--- src/rtl/meta_combiner_pkg.sv ---
// Shared encodings and default widths for the stacking meta classifier.
package meta_combiner_pkg;

    localparam int unsigned DEF_NUM_BASE  = 3;
    localparam int unsigned DEF_W_WIDTH   = 9;
    localparam int unsigned DEF_ACC_WIDTH = 14;

    typedef enum logic [3:0] {
        COLLECT = 4'b0001,
        ACCUM   = 4'b0010,
        BIAS    = 4'b0100,
        FINISH  = 4'b1000
    } state_e;

    localparam logic [1:0] RES_POS = 2'b01;
    localparam logic [1:0] RES_NEG = 2'b11;

endpackage

--- src/rtl/meta_combiner_if.sv ---
// Vote, weight-programming and decision signals of the meta classifier.
interface meta_combiner_if
    import meta_combiner_pkg::*;
#(
    parameter int unsigned NUM_BASE = DEF_NUM_BASE,
    parameter int unsigned W_WIDTH  = DEF_W_WIDTH
);
    localparam int unsigned ADDR_W = $clog2(NUM_BASE + 1);

    logic [2*NUM_BASE-1:0]      base_result;
    logic [NUM_BASE-1:0]        base_ready;
    logic                       wr_en;
    logic [ADDR_W-1:0]          wr_addr;
    logic signed [W_WIDTH-1:0]  wr_data;
    logic [1:0]                 result;
    logic                       ready;
    logic                       busy;
    logic                       overrun;

    modport master (
        output base_result, base_ready, wr_en, wr_addr, wr_data,
        input  result, ready, busy, overrun
    );

    modport slave (
        input  base_result, base_ready, wr_en, wr_addr, wr_data,
        output result, ready, busy, overrun
    );

endinterface

--- src/rtl/meta_weight_bank.sv ---
// Meta weights plus bias: synchronous write (blocked while busy), combinational read.
module meta_weight_bank
    import meta_combiner_pkg::*;
#(
    parameter  int unsigned NUM_BASE = DEF_NUM_BASE,
    parameter  int unsigned W_WIDTH  = DEF_W_WIDTH,
    localparam int unsigned ADDR_W   = $clog2(NUM_BASE + 1)
) (
    input  logic                      clk,
    input  logic                      rst,
    input  logic                      wr_en,
    input  logic [ADDR_W-1:0]         wr_addr,
    input  logic signed [W_WIDTH-1:0] wr_data,
    input  logic                      busy,
    input  logic [ADDR_W-1:0]         rd_idx,
    output logic signed [W_WIDTH-1:0] weight_rd_c,
    output logic signed [W_WIDTH-1:0] bias_rd_c
);

    logic signed [W_WIDTH-1:0] weight_q [NUM_BASE];
    logic signed [W_WIDTH-1:0] weight_d [NUM_BASE];
    logic signed [W_WIDTH-1:0] bias_q, bias_d;
    logic                      wr_ok_c;

    // Addresses above NUM_BASE match nothing and are dropped.
    always_comb begin
        wr_ok_c  = wr_en && !busy;
        weight_d = weight_q;
        bias_d   = bias_q;
        if (wr_ok_c) begin
            if (wr_addr == ADDR_W'(NUM_BASE)) begin
                bias_d = wr_data;
            end
            for (int k = 0; k < NUM_BASE; k++) begin
                if (wr_addr == ADDR_W'(k)) begin
                    weight_d[k] = wr_data;
                end
            end
        end
    end

    always_ff @(posedge clk) begin
        if (!rst) begin
            for (int k = 0; k < NUM_BASE; k++) begin
                weight_q[k] <= '0;
            end
            bias_q <= '0;
        end else begin
            weight_q <= weight_d;
            bias_q   <= bias_d;
        end
    end

    always_comb begin
        weight_rd_c = '0;
        for (int k = 0; k < NUM_BASE; k++) begin
            if (rd_idx == ADDR_W'(k)) begin
                weight_rd_c = weight_q[k];
            end
        end
    end

    assign bias_rd_c = bias_q;

endmodule

--- src/rtl/meta_combiner.sv ---
// Meta classifier: collects base votes, serially accumulates weighted votes
// plus bias, and emits a +1/-1 decision with a one-cycle ready pulse.
module meta_combiner
    import meta_combiner_pkg::*;
#(
    parameter int unsigned NUM_BASE  = DEF_NUM_BASE,
    parameter int unsigned W_WIDTH   = DEF_W_WIDTH,
    parameter int unsigned ACC_WIDTH = DEF_ACC_WIDTH
) (
    input logic            clk,
    input logic            rst,
    meta_combiner_if.slave bus
);

    localparam int unsigned ADDR_W = $clog2(NUM_BASE + 1);
    localparam int unsigned EXT_W  = ACC_WIDTH - W_WIDTH;

    state_e                      state_q, state_d;
    logic [1:0]                  vote_q [NUM_BASE];
    logic [1:0]                  vote_d [NUM_BASE];
    logic [NUM_BASE-1:0]         flags_q, flags_d;
    logic signed [ACC_WIDTH-1:0] acc_q, acc_d;
    logic [ADDR_W-1:0]           idx_q, idx_d;
    logic [1:0]                  result_q, result_d;
    logic                        ready_q, ready_d;
    logic                        busy_q, busy_d;
    logic                        overrun_q, overrun_d;

    logic                        busy_c;
    logic signed [W_WIDTH-1:0]   weight_rd_c, bias_rd_c;
    logic [1:0]                  vote_sel_c;
    logic signed [ACC_WIDTH-1:0] w_ext_c, b_ext_c, term_c;

    assign busy_c = (state_q != COLLECT);

    meta_weight_bank #(
        .NUM_BASE (NUM_BASE),
        .W_WIDTH  (W_WIDTH)
    ) u_bank (
        .clk         (clk),
        .rst         (rst),
        .wr_en       (bus.wr_en),
        .wr_addr     (bus.wr_addr),
        .wr_data     (bus.wr_data),
        .busy        (busy_c),
        .rd_idx      (idx_q),
        .weight_rd_c (weight_rd_c),
        .bias_rd_c   (bias_rd_c)
    );

    // Signed 2-bit vote times weight; -2 is the only case needing a shift.
    always_comb begin
        vote_sel_c = 2'b00;
        for (int k = 0; k < NUM_BASE; k++) begin
            if (idx_q == ADDR_W'(k)) begin
                vote_sel_c = vote_q[k];
            end
        end
        w_ext_c = {{EXT_W{weight_rd_c[W_WIDTH-1]}}, weight_rd_c};
        b_ext_c = {{EXT_W{bias_rd_c[W_WIDTH-1]}}, bias_rd_c};
        case (vote_sel_c)
            2'b01:   term_c = w_ext_c;
            2'b11:   term_c = -w_ext_c;
            2'b10:   term_c = -(w_ext_c <<< 1);
            default: term_c = '0;
        endcase
    end

    always_comb begin
        state_d   = state_q;
        vote_d    = vote_q;
        flags_d   = flags_q;
        acc_d     = acc_q;
        idx_d     = idx_q;
        result_d  = result_q;
        ready_d   = 1'b0;
        overrun_d = overrun_q;

        case (state_q)
            COLLECT: begin
                for (int k = 0; k < NUM_BASE; k++) begin
                    if (bus.base_ready[k]) begin
                        vote_d[k] = bus.base_result[2*k +: 2];
                    end
                end
                flags_d = flags_q | bus.base_ready;
                if (&(flags_q | bus.base_ready)) begin
                    state_d = ACCUM;
                    acc_d   = '0;
                    idx_d   = '0;
                end
            end
            ACCUM: begin
                acc_d = acc_q + term_c;
                idx_d = idx_q + ADDR_W'(1);
                if (idx_q == ADDR_W'(NUM_BASE - 1)) begin
                    state_d = BIAS;
                end
            end
            BIAS: begin
                acc_d   = acc_q + b_ext_c;
                state_d = FINISH;
            end
            FINISH: begin
                result_d = acc_q[ACC_WIDTH-1] ? RES_NEG : RES_POS;
                ready_d  = 1'b1;
                flags_d  = '0;
                state_d  = COLLECT;
            end
            default: begin
                state_d = COLLECT;
            end
        endcase

        // Any strobe outside COLLECT is a dropped vote.
        if (busy_c && (|bus.base_ready)) begin
            overrun_d = 1'b1;
        end
        busy_d = (state_d != COLLECT);
    end

    always_ff @(posedge clk) begin
        if (!rst) begin
            state_q   <= COLLECT;
            for (int k = 0; k < NUM_BASE; k++) begin
                vote_q[k] <= 2'b00;
            end
            flags_q   <= '0;
            acc_q     <= '0;
            idx_q     <= '0;
            result_q  <= 2'b00;
            ready_q   <= 1'b0;
            busy_q    <= 1'b0;
            overrun_q <= 1'b0;
        end else begin
            state_q   <= state_d;
            vote_q    <= vote_d;
            flags_q   <= flags_d;
            acc_q     <= acc_d;
            idx_q     <= idx_d;
            result_q  <= result_d;
            ready_q   <= ready_d;
            busy_q    <= busy_d;
            overrun_q <= overrun_d;
        end
    end

    assign bus.result  = result_q;
    assign bus.ready   = ready_q;
    assign bus.busy    = busy_q;
    assign bus.overrun = overrun_q;

endmodule

--- src/flat_wrapper.sv ---
// flat-port wrapper written by rule: the top's interface ports become plain ports
module meta_combiner_flat import meta_combiner_pkg::*;
#(
    parameter int unsigned NUM_BASE  = DEF_NUM_BASE,
    parameter int unsigned W_WIDTH   = DEF_W_WIDTH,
    parameter int unsigned ACC_WIDTH = DEF_ACC_WIDTH
)
  (clk, rst, bus_base_result, bus_base_ready, bus_wr_en, bus_wr_addr, bus_wr_data, bus_result, bus_ready, bus_busy, bus_overrun);
  meta_combiner_if #(.NUM_BASE(NUM_BASE), .W_WIDTH(W_WIDTH)) bus_i ();
  input logic clk;
  input logic rst;
  input wire logic [$bits(bus_i.base_result)-1:0] bus_base_result;
  input wire logic [$bits(bus_i.base_ready)-1:0] bus_base_ready;
  input wire logic [$bits(bus_i.wr_en)-1:0] bus_wr_en;
  input wire logic [$bits(bus_i.wr_addr)-1:0] bus_wr_addr;
  input wire logic [$bits(bus_i.wr_data)-1:0] bus_wr_data;
  output wire logic [$bits(bus_i.result)-1:0] bus_result;
  output wire logic [$bits(bus_i.ready)-1:0] bus_ready;
  output wire logic [$bits(bus_i.busy)-1:0] bus_busy;
  output wire logic [$bits(bus_i.overrun)-1:0] bus_overrun;
  assign bus_i.base_result = bus_base_result;
  assign bus_i.base_ready = bus_base_ready;
  assign bus_i.wr_en = bus_wr_en;
  assign bus_i.wr_addr = bus_wr_addr;
  assign bus_i.wr_data = bus_wr_data;
  assign bus_result = bus_i.result;
  assign bus_ready = bus_i.ready;
  assign bus_busy = bus_i.busy;
  assign bus_overrun = bus_i.overrun;
  meta_combiner #(.NUM_BASE(NUM_BASE), .W_WIDTH(W_WIDTH), .ACC_WIDTH(ACC_WIDTH)) u_core (.clk(clk), .rst(rst), .bus(bus_i));
endmodule
--- config.mk ---
export PLATFORM = sky130hd
export DESIGN_NAME = meta_combiner_flat
export DESIGN_NICKNAME = d
export VERILOG_FILES = /design/src/rtl/meta_combiner_pkg.sv /design/src/rtl/meta_combiner_if.sv /design/src/rtl/meta_weight_bank.sv /design/src/rtl/meta_combiner.sv /design/src/flat_wrapper.sv
export SDC_FILE = /design/constraint.sdc
export NUM_CORES = 1
export LEC_CHECK = 0
export ABC_CLOCK_PERIOD_IN_PS = 7300
export CORE_ASPECT_RATIO = 0.7
export CORE_MARGIN = 1
export CORE_UTILIZATION = 55
export DETAILED_ROUTE_END_ITERATION = 16
export GPL_TIMING_DRIVEN = 0
export PLACE_DENSITY = 0.78
export SLEW_MARGIN = 30
export SYNTH_ARGS = -nofsm -noshare
export SYNTH_HDL_FRONTEND = slang
export SYNTH_SLANG_ARGS = --single-unit
--- constraint.sdc ---
create_clock -name clk -period 7.3 [get_ports clk]
set_clock_uncertainty 0.1 [all_clocks]
set_input_delay 0.73 -clock clk [delete_from_list [all_inputs] [get_ports clk]]
set_output_delay 0.73 -clock clk [all_outputs]
set_load 0.02 [all_outputs]
==> qor.yml, run 1 <==
grt:
  antenna_found_initial: 0
  grt_use_total: 0.282
  grt_pass1_vias: 3486
  grt_pass1_wl_um: 17000
  grt_overflow_total: 0
  grt_start_max_net_pins: 14
critical_path:
  ff2ff_setup_slack_ns: 2.33
  timing.rr.end: "u_core.acc_q[13]"
  crit_required_ns: 7.48
  critPathCaptureType: "flop"
  r2r_start: "u_core.idx_q[0]"
  arrival_ns: 5.15
  crit_start: "u_core.idx_q[0]"
  endpoint: "u_core.acc_q[13]"
  crit_type: "reg -> reg"
  r2r_cells: 20
  critPathMaxFanout: 10
  cp-start-kind: "flop"
clocking:
  clk_latency_ns: 0.36
  clk_pin_slew_ns: 0.08
  cts_sinks: 70
  cts_buffers: 9
  cts_tree: "yes"
  post_cts_buffers: 0
  postCtsResizedCells: 0
  cts_buffer_depth: 2
  holdBufCountCts: 0
  cts-root-buf: "clkbuf_8"
  h-tree-depth: 3
sta:
  slew_viol_final: 0
  rsz0062_at_grt: "no"
  finalHoldViolCount: 0
  min_period_ns: 4.97
  setup_slack_ns: 2.33
  hold_ws_ns: 0.373
  slew_headroom: 0.478
  finalCritPeriodShare: 0.681
  timing.setup.tns_ns: 0
  setup_violations: 0
  worst_slew_pin_slew_ns: 0.772
  fmax_ghz: 0.201
drt:
  route.detailed.drc: 0
  postRouteAntennaNets: 0
  vias: 3711
  routed_wirelength_um: 10400
  first_pass_iters: 5
  wire_per_inst_um: 16.5
  drt-initial-drc-count: 290
  viasPerCell: 5.90
placed_design:
  dp_hpwl_um: 7700
  pre_cts_slack_ns: 2.47
  dpl-instance-area_mm2: 0.00449
  port_buffers: 27
  gp_congestion: 0.907
cells_and_area:
  register_area_mm2: 0.00140
  diodes: 0
  fin_nets: 573
  syn_to_final_growth_pct: 13.7
  drive_above_1_share: 0.0636
  multi_input_area_mm2: 0.00255
  fill_cells: 587
  design_area_mm2: 0.00466
power:
  irDropWorstVdd_uv: 117
  p_leak_uw: 0.00192
  power_density_mw_per_mm2: 176
synth:
  netlist_instances: 492
  synth_area_per_cell_um2: 8.33
  synth_ff_type: "dfxtp_1"
  yosysSeqAreaShare: 0.342
  yosysTopAreaCellShare: 0.342
  synth_top_cells_by_count: "70 x dfxtp_1, 45 x nand2_1, 42 x nor2_1, 41 x nor2b_1, 39 x mux2i_1"
  netlist_area_mm2: 0.00410
  yosys-top-cells-area: "dfxtp_1 34%, mux2i_1 9.5%, nor2b_1 6.3%, ha_1 5.8%, nand2_1 4.1%"
  yosysTopAreaCell: "dfxtp_1"
  synthArstFlopShare: 0
  synth_cell_types: 53
  synthMostInstantiatedCell: "dfxtp_1"
  syn_nets: 535
  synth_edf_count: 0
  ys_ff_latch: 70
  yosysWarnings: 0
die:
  die_x_um: 105
  die_h_um: 74.2
  core_area_mm2: 0.00698
  initial_core_util: 0.587
  boundaryPins: 28
  die_area_mm2: 0.00780
  rows: 25
worst_hold_path:
  hp-class: "reg -> reg"
flow_run:
  maxCapViolCount: 0
run_status:
  status: "completed"
==> worst max-delay path, stage by stage, from the launching register on <==
cell and delay [ns]:
dfxtp_1 0.40, inv_1 0.08, ha_1 0.19, buf_4 0.16, buf_2 0.19, a21oi_1 0.13, o2bb2ai_1 0.28, ha_1 0.35
nand4_1 0.21, nor2_1 0.25, nor2_1 0.08, a2111oi_0 0.45, a31oi_1 0.06, o21ai_0 0.32, ha_1 0.33, nor3_1 0.31
nor4b_4 0.09, o41a_1 0.38, xor2_1 0.17, nand3b_1 0.17, a31oi_1 0.18
==> worst min path at each step <==
stage	startpoint	end	depth (start not counted)
global placement	u_core.flags_q[1]	u_core.flags_q[1]	2
CTS	u_core.vote_q[0]	u_core.vote_q[0]	2
global route	u_core.vote_q[0]	u_core.vote_q[0]	2
floorplan	u_core.flags_q[2]	u_core.flags_q[2]	2
finish	u_core.vote_q[0]	u_core.vote_q[0]	2
detailed placement	u_core.bus.overrun	u_core.bus.overrun	2
==> layout by cell type, fill, tap and decap left out, drive strengths merged, types with 3 or more instances in the layout <==
cell           count
a21boi             8
a21o               6
a21oi             35
a31oi              9
and2              12
buf                7
clkbuf            26
clkdlybuf4s50     27
clkinv             3
clkinvlp           3
dfxtp             70
ha                19
inv               13
mux2i             39
nand2             45
nand3             21
nand3b            13
nand4              3
nor2              42
nor2b             41
nor3               9
nor4b              3
o211ai             7
o21a               4
o21ai             22
o22ai              5
o2bb2ai            4
o31ai              4
xnor2              8
xor2               3
==> kinds of logic (layout without fill, tap and decap cells) <==
kind of cell,after synthesis,count (layout),share of synthesized area
fa+ha+maj,20,20,0.0629
flops,70,70,0.342
xor+xnor,11,11,0.0235
simple gates,200,200,0.256
mux,40,40,0.0980
buf+inv,36,79,0.0357
compound gates,115,115,0.182
==> sequential cells by signal, indices dropped and copies added, names as in the netlist <==
name / count
u_core.flags_q: 3
u_core.acc_q: 14
u_core.bus.busy: 1
u_core.state_q: 4
u_core.bus.ready: 1
u_core.bus.result: 2
u_core.u_bank.bias_rd_c: 9
u_core.u_bank.weight_q: 27
u_core.bus.overrun: 1
u_core.vote_q: 6
u_core.idx_q: 2
==> through the flow <==
| stage | util | std cells | total power [µW] |
|---|---|---|---|
| 6_report | 0.668 | 629 | 818 |
| 2_1_floorplan | - | 492 | 496 |
| 3_3_place_gp | 0.643 | 613 | 535 |
| 5_1_grt | 0.668 | 629 | 853 |
| 4_1_cts | 0.668 | 629 | 822 |
| 3_5_place_dp | 0.643 | 613 | 540 |
==> per-layer routing <==
metal	track usage	part of all wire	vias up
met5	0	0	-
met4	0.0626	0.011	0
met3	0.0745	0.072	12
met2	0.454	0.44	149
met1	0.384	0.48	1733
li1	-	-	1817
==> power by group <==
group	switching, µW	total, µW	internal [µW]
Clock	160	284	124
Sequential	7.81	403	395
Combinational	76.3	131	55.0
==> area by class of cell <==
class | instances | share of cell area
timing repair buffer | 27 | 0.0580
multi-input combinational | 386 | 0.547
inverter | 12 | 0.00967
sequential | 70 | 0.301
clock buffer | 9 | 0.0266
clock inverter | 7 | 0.0107
tap | 94 | 0.0252
buffer | 24 | 0.0218
(Power assumes the default switching activity.)
==> inputs of run 2 (changes only) <==
Settings changed: ABC_CLOCK_PERIOD_IN_PS 7300 to 4800.
Clock period 7.3 ns to 4.8 ns, I/O delays scaled along.
==> qor.yml, run 2 (synthesis results as in run 1) <==
clocking:
  cts_sinks: 70  # unchanged
  cts_tree: "yes"
  holdBufCountCts: 0  # unchanged
  clk_latency_ns: 0.36  # about the same
  cts_buffer_depth: 2  # unchanged
  h-tree-depth: 3  # unchanged
  cts-root-buf: "clkbuf_8"
  cts_buffers: 9  # unchanged
  clk_pin_slew_ns: 0.08  # about the same
sta:
  worst_slew_pin_slew_ns: 0.846  # +0.0738 ns
  finalHoldViolCount: 0  # unchanged
  fmax_ghz: 0.219  # +8.8%
  min_period_ns: 4.57  # -0.402 ns
  setup_slack_ns: 0.228  # -2.10 ns
  slew_headroom: 0.430  # -0.0479
  setup_violations: 0  # unchanged
  finalCritPeriodShare: 0.952  # +0.271
  slew_viol_final: 0  # unchanged
cells_and_area:
  most-common-layout-cells: "70 x dfxtp_1, 45 x nand2_1, 41 x nor2_1, 41 x nor2b_1, 39 x mux2i_1"
  design_area_mm2: 0.00472  # +1.3%
  regMostFlops: "u_core.u_bank.weight_q"
  drive_above_1_share: 0.0838  # +0.0202
  syn_to_final_growth_pct: 15.2
  largest_reg_flops: 27  # unchanged
  mostFrequentLayoutCell: "dfxtp_1"
  diodes: 0  # unchanged
  fin_nets: 575  # +0.35%
power:
  power_density_mw_per_mm2: 266  # +51%
  irDropWorstVdd_uv: 178  # +52%
  combPwrFrac: 0.167  # +0.006
  p_leak_uw: 0.00194  # +1.1%
  switching_share: 0.300  # +0.000986
  power_frac_clock: 0.344  # -0.003
  p_seq_frac: 0.489  # -0.004
  netSwitchingPower_uw: 376  # +54%
  p_int_uw: 878  # +53%
critical_path:
  arrival_ns: 4.76  # -0.39 ns
  crit_required_ns: 4.98  # -2.50 ns
  critPathCaptureType: "flop"
  critPathMaxFanout: 10  # unchanged
  crit_type: "reg -> reg"
  cp-start-kind: "flop"
drt:
  postRouteAntennaNets: 0  # unchanged
  route.detailed.drc: 0  # unchanged
  routed_wirelength_um: 10500  # +1.6%
  wire_per_inst_um: 16.7  # +1.2%
  drt-initial-drc-count: 335  # +16%
  first_pass_iters: 5  # unchanged
  vias: 3767  # +1.5%
  viasPerCell: 5.97  # +1.2%
placed_design:
  pre_cts_slack_ns: -0.0294  # -2.50 ns
  dpl-instance-area_mm2: 0.00449  # unchanged
  dp_hpwl_um: 7700  # unchanged
  port_buffers: 27  # unchanged
  gp_congestion: 0.907  # unchanged
grt:
  grt_pass1_wl_um: 17000  # unchanged
  grt_start_max_net_pins: 14  # unchanged
  antenna_found_initial: 0  # unchanged
  grt_overflow_total: 0  # unchanged
  grt_use_total: 0.282  # unchanged
  grt_pass1_vias: 3486  # unchanged
die:
  rows: 25  # unchanged
  die_area_mm2: 0.00780  # unchanged
  boundaryPins: 28  # unchanged
  initial_core_util: 0.587  # unchanged
  die_h_um: 74.2  # unchanged
  die_x_um: 105  # unchanged
  core_area_mm2: 0.00698  # unchanged
run_status:
  status: "completed"
worst_hold_path:
  hp-class: "reg -> reg"
flow_run:
  maxCapViolCount: 0  # unchanged
## run 2: cell count changes in the layout (fill, tap and decap cells not counted), moves of 2 or more
cell / change
buf_4: +3
clkbuf_1: -2
o21ai_0: -2
o21ai_1: +2
## run 2: worst paths after layout
kind	startpoint	to	slack [ns]	cells after the start
setup / recovery	u_core.idx_q[0]	u_core.acc_q[13]	0.23	20
hold / removal	u_core.vote_q[0]	u_core.vote_q[0]	0.37	2
setup reg to reg	u_core.idx_q[0]	u_core.acc_q[13]	0.23	20
hold reg to reg	u_core.vote_q[0]	u_core.vote_q[0]	0.37	2
## run 2: power groups by stage
| stage | clock, µW | combinational, µW | sequential [µW] |
|---|---|---|---|
| after global routing | 464 | 227 | 615 |
| after global placement | 0 | 189 | 625 |
| after CTS | 441 | 197 | 612 |
| after floorplan | 0 | 130 | 624 |
| after detailed placement | 0 | 196 | 626 |
| final | 431 | 209 | 613 |
## run 2: layer usage
layer	vias to the layer above	wire length, µm	GRT usage
li1	1829	-	-
met1	1778	5070	0.384
met2	145	4640	0.454
met3	15	713	0.0745
met4	0	116	0.0626
met5	-	0	0
## run 2: what timing repair did
item                       4_1_cts  5_1_grt
gates resized for setup          1       12
setup endpoints to repair        1        2
pin swaps                        0        2
hold endpoints to repair         0        0
buffers inserted                 0        3
## run 2: per-stage QoR
stage          total power [µW]  hold slack [ns]  cells   TNS, ns  utilization
6_report                   1250            0.372    631         0        0.677
5_1_grt                    1310            0.390    631  -0.00133        0.677
4_1_cts                    1250            0.377    629         0        0.668
3_5_place_dp                821            0.366    613   -0.0294        0.643
3_3_place_gp                813            0.353    613         0        0.643
2_1_floorplan               754            0.337    492         0            -
## run 2: cell type report
type                            count  area [µm²]
Clock inverter                      7        50.0
Multi-Input combinational cell    386        2590
Tap cell                           94         118
Fill cell                         577        2260
Timing Repair Buffer               30         293
Buffer                             23        98.8
Clock buffer                        9         124
Inverter                           12        45.0
Sequential cell                    70        1400
## run 2: worst max-delay path, stage by stage (launching register included)
cell	delay, ns
dfxtp_1	0.40
inv_1	0.08
ha_1	0.19
buf_4	0.16
buf_2	0.20
a21oi_1	0.14
o2bb2ai_1	0.26
ha_2	0.32
nand4_1	0.22
o22ai_2	0.26
nor2b_1	0.24
a2111oi_2	0.08
a31oi_1	0.17
o21ai_1	0.11
ha_1	0.35
nor3_2	0.23
nor4b_4	0.09
o41a_1	0.38
xor2_1	0.17
nand3b_1	0.17
a31oi_1	0.17
==> inputs of run 3 (changes only) <==
Settings changed: ABC_AREA from default to 1, SKIP_CTS_REPAIR_TIMING from default to 1.
==> qor.yml, run 3 <==
cells_and_area:
  mostFrequentLayoutCell: "nand2_1"
  largest_reg_flops: 27  # unchanged
  most-common-layout-cells: "108 x nand2_1, 87 x nor2_1, 70 x dfxtp_1, 60 x a21oi_1"
  fin_nets: 647  # +13%
  diodes: 0  # unchanged
  drive_above_1_share: 0.0854  # +0.00159
  design_area_mm2: 0.00462  # -2.0%
  instances_no_fill: 703  # +11%
  syn_to_final_growth_pct: 16.6
  regMostFlops: "u_core.u_bank.weight_q"
synth:
  synth_area_per_cell_um2: 7.01  # -16%
  synth_compound_area_frac: 0.197  # +0.0146
  yosysTopAreaCellShare: 0.353  # +0.0114
  syn_nets: 609  # +14%
  synth_edf_count: 0  # unchanged
  synth_ff_type: "dfxtp_1"
  synth_top_family_by_area: "simple AND/OR/NAND/NOR gates"
  synthMostInstantiatedCell: "nand2_1"
  yosysTopAreaCell: "dfxtp_1"
  ys_ff_latch: 70  # unchanged
  netlist_instances: 566  # +15%
  synth_xor_area_frac: 0.0133  # -0.0103
  synth_cell_types: 48  # -9.4%
  yosysSeqAreaShare: 0.353  # +0.0114
  synth_top_cells_by_count: "108 x nand2_1, 87 x nor2_1, 70 x dfxtp_1, 60 x a21oi_1"
  synth.area.mux_share: 0  # -0.0980
  synthAdderAreaFrac: 0.0650  # +0.00210
  netlist_area_mm2: 0.00397  # -3.2%
  synthSimpleGateAreaFrac: 0.295  # +0.0389
  synthArstFlopShare: 0  # unchanged
  yosysWarnings: 0  # unchanged
  yosys-top-cells-area: "dfxtp_1 35%, nand2_1 10%, nor2_1 8.2%, a21oi_1 7.6%, o21ai_0 6.4%"
grt:
  grt_pass1_wl_um: 16300  # -3.9%
  antenna_found_initial: 0  # unchanged
  grt_use_total: 0.286  # +0.00364
  grt_pass1_vias: 3537  # +1.5%
  grt_start_max_net_pins: 13  # -1
  grt_overflow_total: 0  # unchanged
die:
  rows: 25  # unchanged
  die_area_mm2: 0.00756  # -3.2%
  die_h_um: 73.0  # -1.6%
  initial_core_util: 0.579  # -0.00863
  core_area_mm2: 0.00685  # -1.8%
  die_x_um: 103  # -1.6%
  boundaryPins: 28  # unchanged
placed_design:
  post-place-cells: 687  # +12%
  pre_cts_slack_ns: 0.865  # +0.894 ns
  port_buffers: 27  # unchanged
  dpl-instance-area_mm2: 0.00435  # -3.0%
  dp_hpwl_um: 7480  # -2.9%
  gp_congestion: 0.859  # -5.2%
clocking:
  cts_buffers: 9  # unchanged
  clk_pin_slew_ns: 0.08  # about the same
  cts_buffer_depth: 2  # unchanged
  cts_tree: "yes"
  clk_latency_ns: 0.35  # about the same
  cts_sinks: 70  # unchanged
  h-tree-depth: 3  # unchanged
  cts-root-buf: "clkbuf_8"
power:
  power_density_mw_per_mm2: 320  # +21%
  irDropWorstVdd_uv: 215  # +21%
  p_leak_uw: 0.00204  # +5.2%
critical_path:
  slowest_delay_ns: 0.39  # about the same
  cp_slowest_cell: "ha_1"
  cp_num_buf_inv: 4  # +1
  crit_required_ns: 4.92  # -0.06 ns
  critPathCaptureType: "flop"
  cpMostUsedCell: "nand2_1"
  critPathMaxFanout: 7  # -3
  arrival_ns: 4.15  # -0.61 ns
  cp_top_family: "simple AND/OR/NAND/NOR gates"
  crit_type: "reg -> reg"
  cp-start-kind: "flop"
sta:
  slew_viol_final: 0  # unchanged
  timing.setup.tns_ns: 0  # unchanged
  worst_slew_pin_slew_ns: 0.565  # -0.281 ns
  finalCritPeriodShare: 0.840  # -0.113
  finalHoldViolCount: 0  # unchanged
  setup_violations: 0  # unchanged
  slew_headroom: 0.620  # +0.190
  rsz0062_at_grt: "no"
  fmax_ghz: 0.248  # +13%
  setup_slack_ns: 0.769  # +0.540 ns
  min_period_ns: 4.03  # -0.540 ns
drt:
  vias: 3875  # +2.9%
  wire_per_inst_um: 14.2  # -15%
  viasPerCell: 5.51  # -7.7%
  drt-initial-drc-count: 253  # -24%
  first_pass_iters: 5  # unchanged
  routed_wirelength_um: 10000  # -5.0%
  postRouteAntennaNets: 0  # unchanged
  route.detailed.drc: 0  # unchanged
flow_run:
  maxCapViolCount: 0  # unchanged
worst_hold_path:
  hp-class: "reg -> reg"
run_status:
  status: "completed"
-- run 3: cell types whose count changed in the layout (fill, tap and decap cells not counted), sizes merged, moves of 31 or more --
cell,change
nand2,+69
nor2,+51
inv,+43
nor2b,-41
mux2i,-39
o21ai,+31
-- run 3: path summary, 6_finish.rpt --
kind	start	endpoint	slack [ns]	cells past startpoint
max reg2reg	u_core.idx_q[0]	u_core.acc_q[12]	0.77	27
min reg2reg	u_core.u_bank.weight_q[2]	u_core.u_bank.weight_q[2]	0.36	2
max	u_core.idx_q[0]	u_core.acc_q[12]	0.77	27
min	u_core.u_bank.weight_q[2]	u_core.u_bank.weight_q[2]	0.36	2
-- run 3: metrics by stage --
stage,hold WS [ns],util,total power (µW)
2_1_floorplan,0.329,-,778
3_3_place_gp,0.339,0.635,842
3_5_place_dp,0.346,0.635,848
4_1_cts,0.358,0.675,1490
5_1_grt,0.370,0.675,1540
6_report,0.356,0.675,1480
-- run 3: area by class of cell --
class                           count  area (µm²)
Inverter                           59         231
Sequential cell                    70        1400
Fill cell                         606        2230
Buffer                             14        73.8
Tap cell                           94         118
Multi-Input combinational cell    423        2260
Clock inverter                      6         133
Timing Repair Buffer               27         270
Clock buffer                       10         138
-- run 3: cells by family (layout without fill, tap and decap cells) --
kind of cell | after synthesis | in the layout
flops | 70 | 70
compound gates | 136 | 136
fa+ha+maj | 20 | 20
xor+xnor | 6 | 6
simple gates | 261 | 261
buf+inv | 73 | 116
-- run 3: worst min-delay path: stages, from the launching register on --
cell     delay [ns]
dfxtp_1        0.30
inv_1          0.06
a21oi_1        0.05
-- run 3: metal layers --
metal | vias up | wire length (µm) | global-route usage | part of all wire
met1 | 1766 | 4810 | 0.395 | 0.48
met4 | 0 | 91 | 0.0892 | 0.0091
met5 | - | 0 | 0 | 0
li1 | 1959 | - | - | -
met2 | 139 | 4430 | 0.441 | 0.44
met3 | 11 | 689 | 0.0661 | 0.069
-- run 3: report_power, final --
group          switching [µW]  internal (µW)  leakage [µW]
registers                13.9            608      0.000570
clock network             230            411      0.000132
logic                     141           77.8       0.00134
total                     385           1100       0.00204
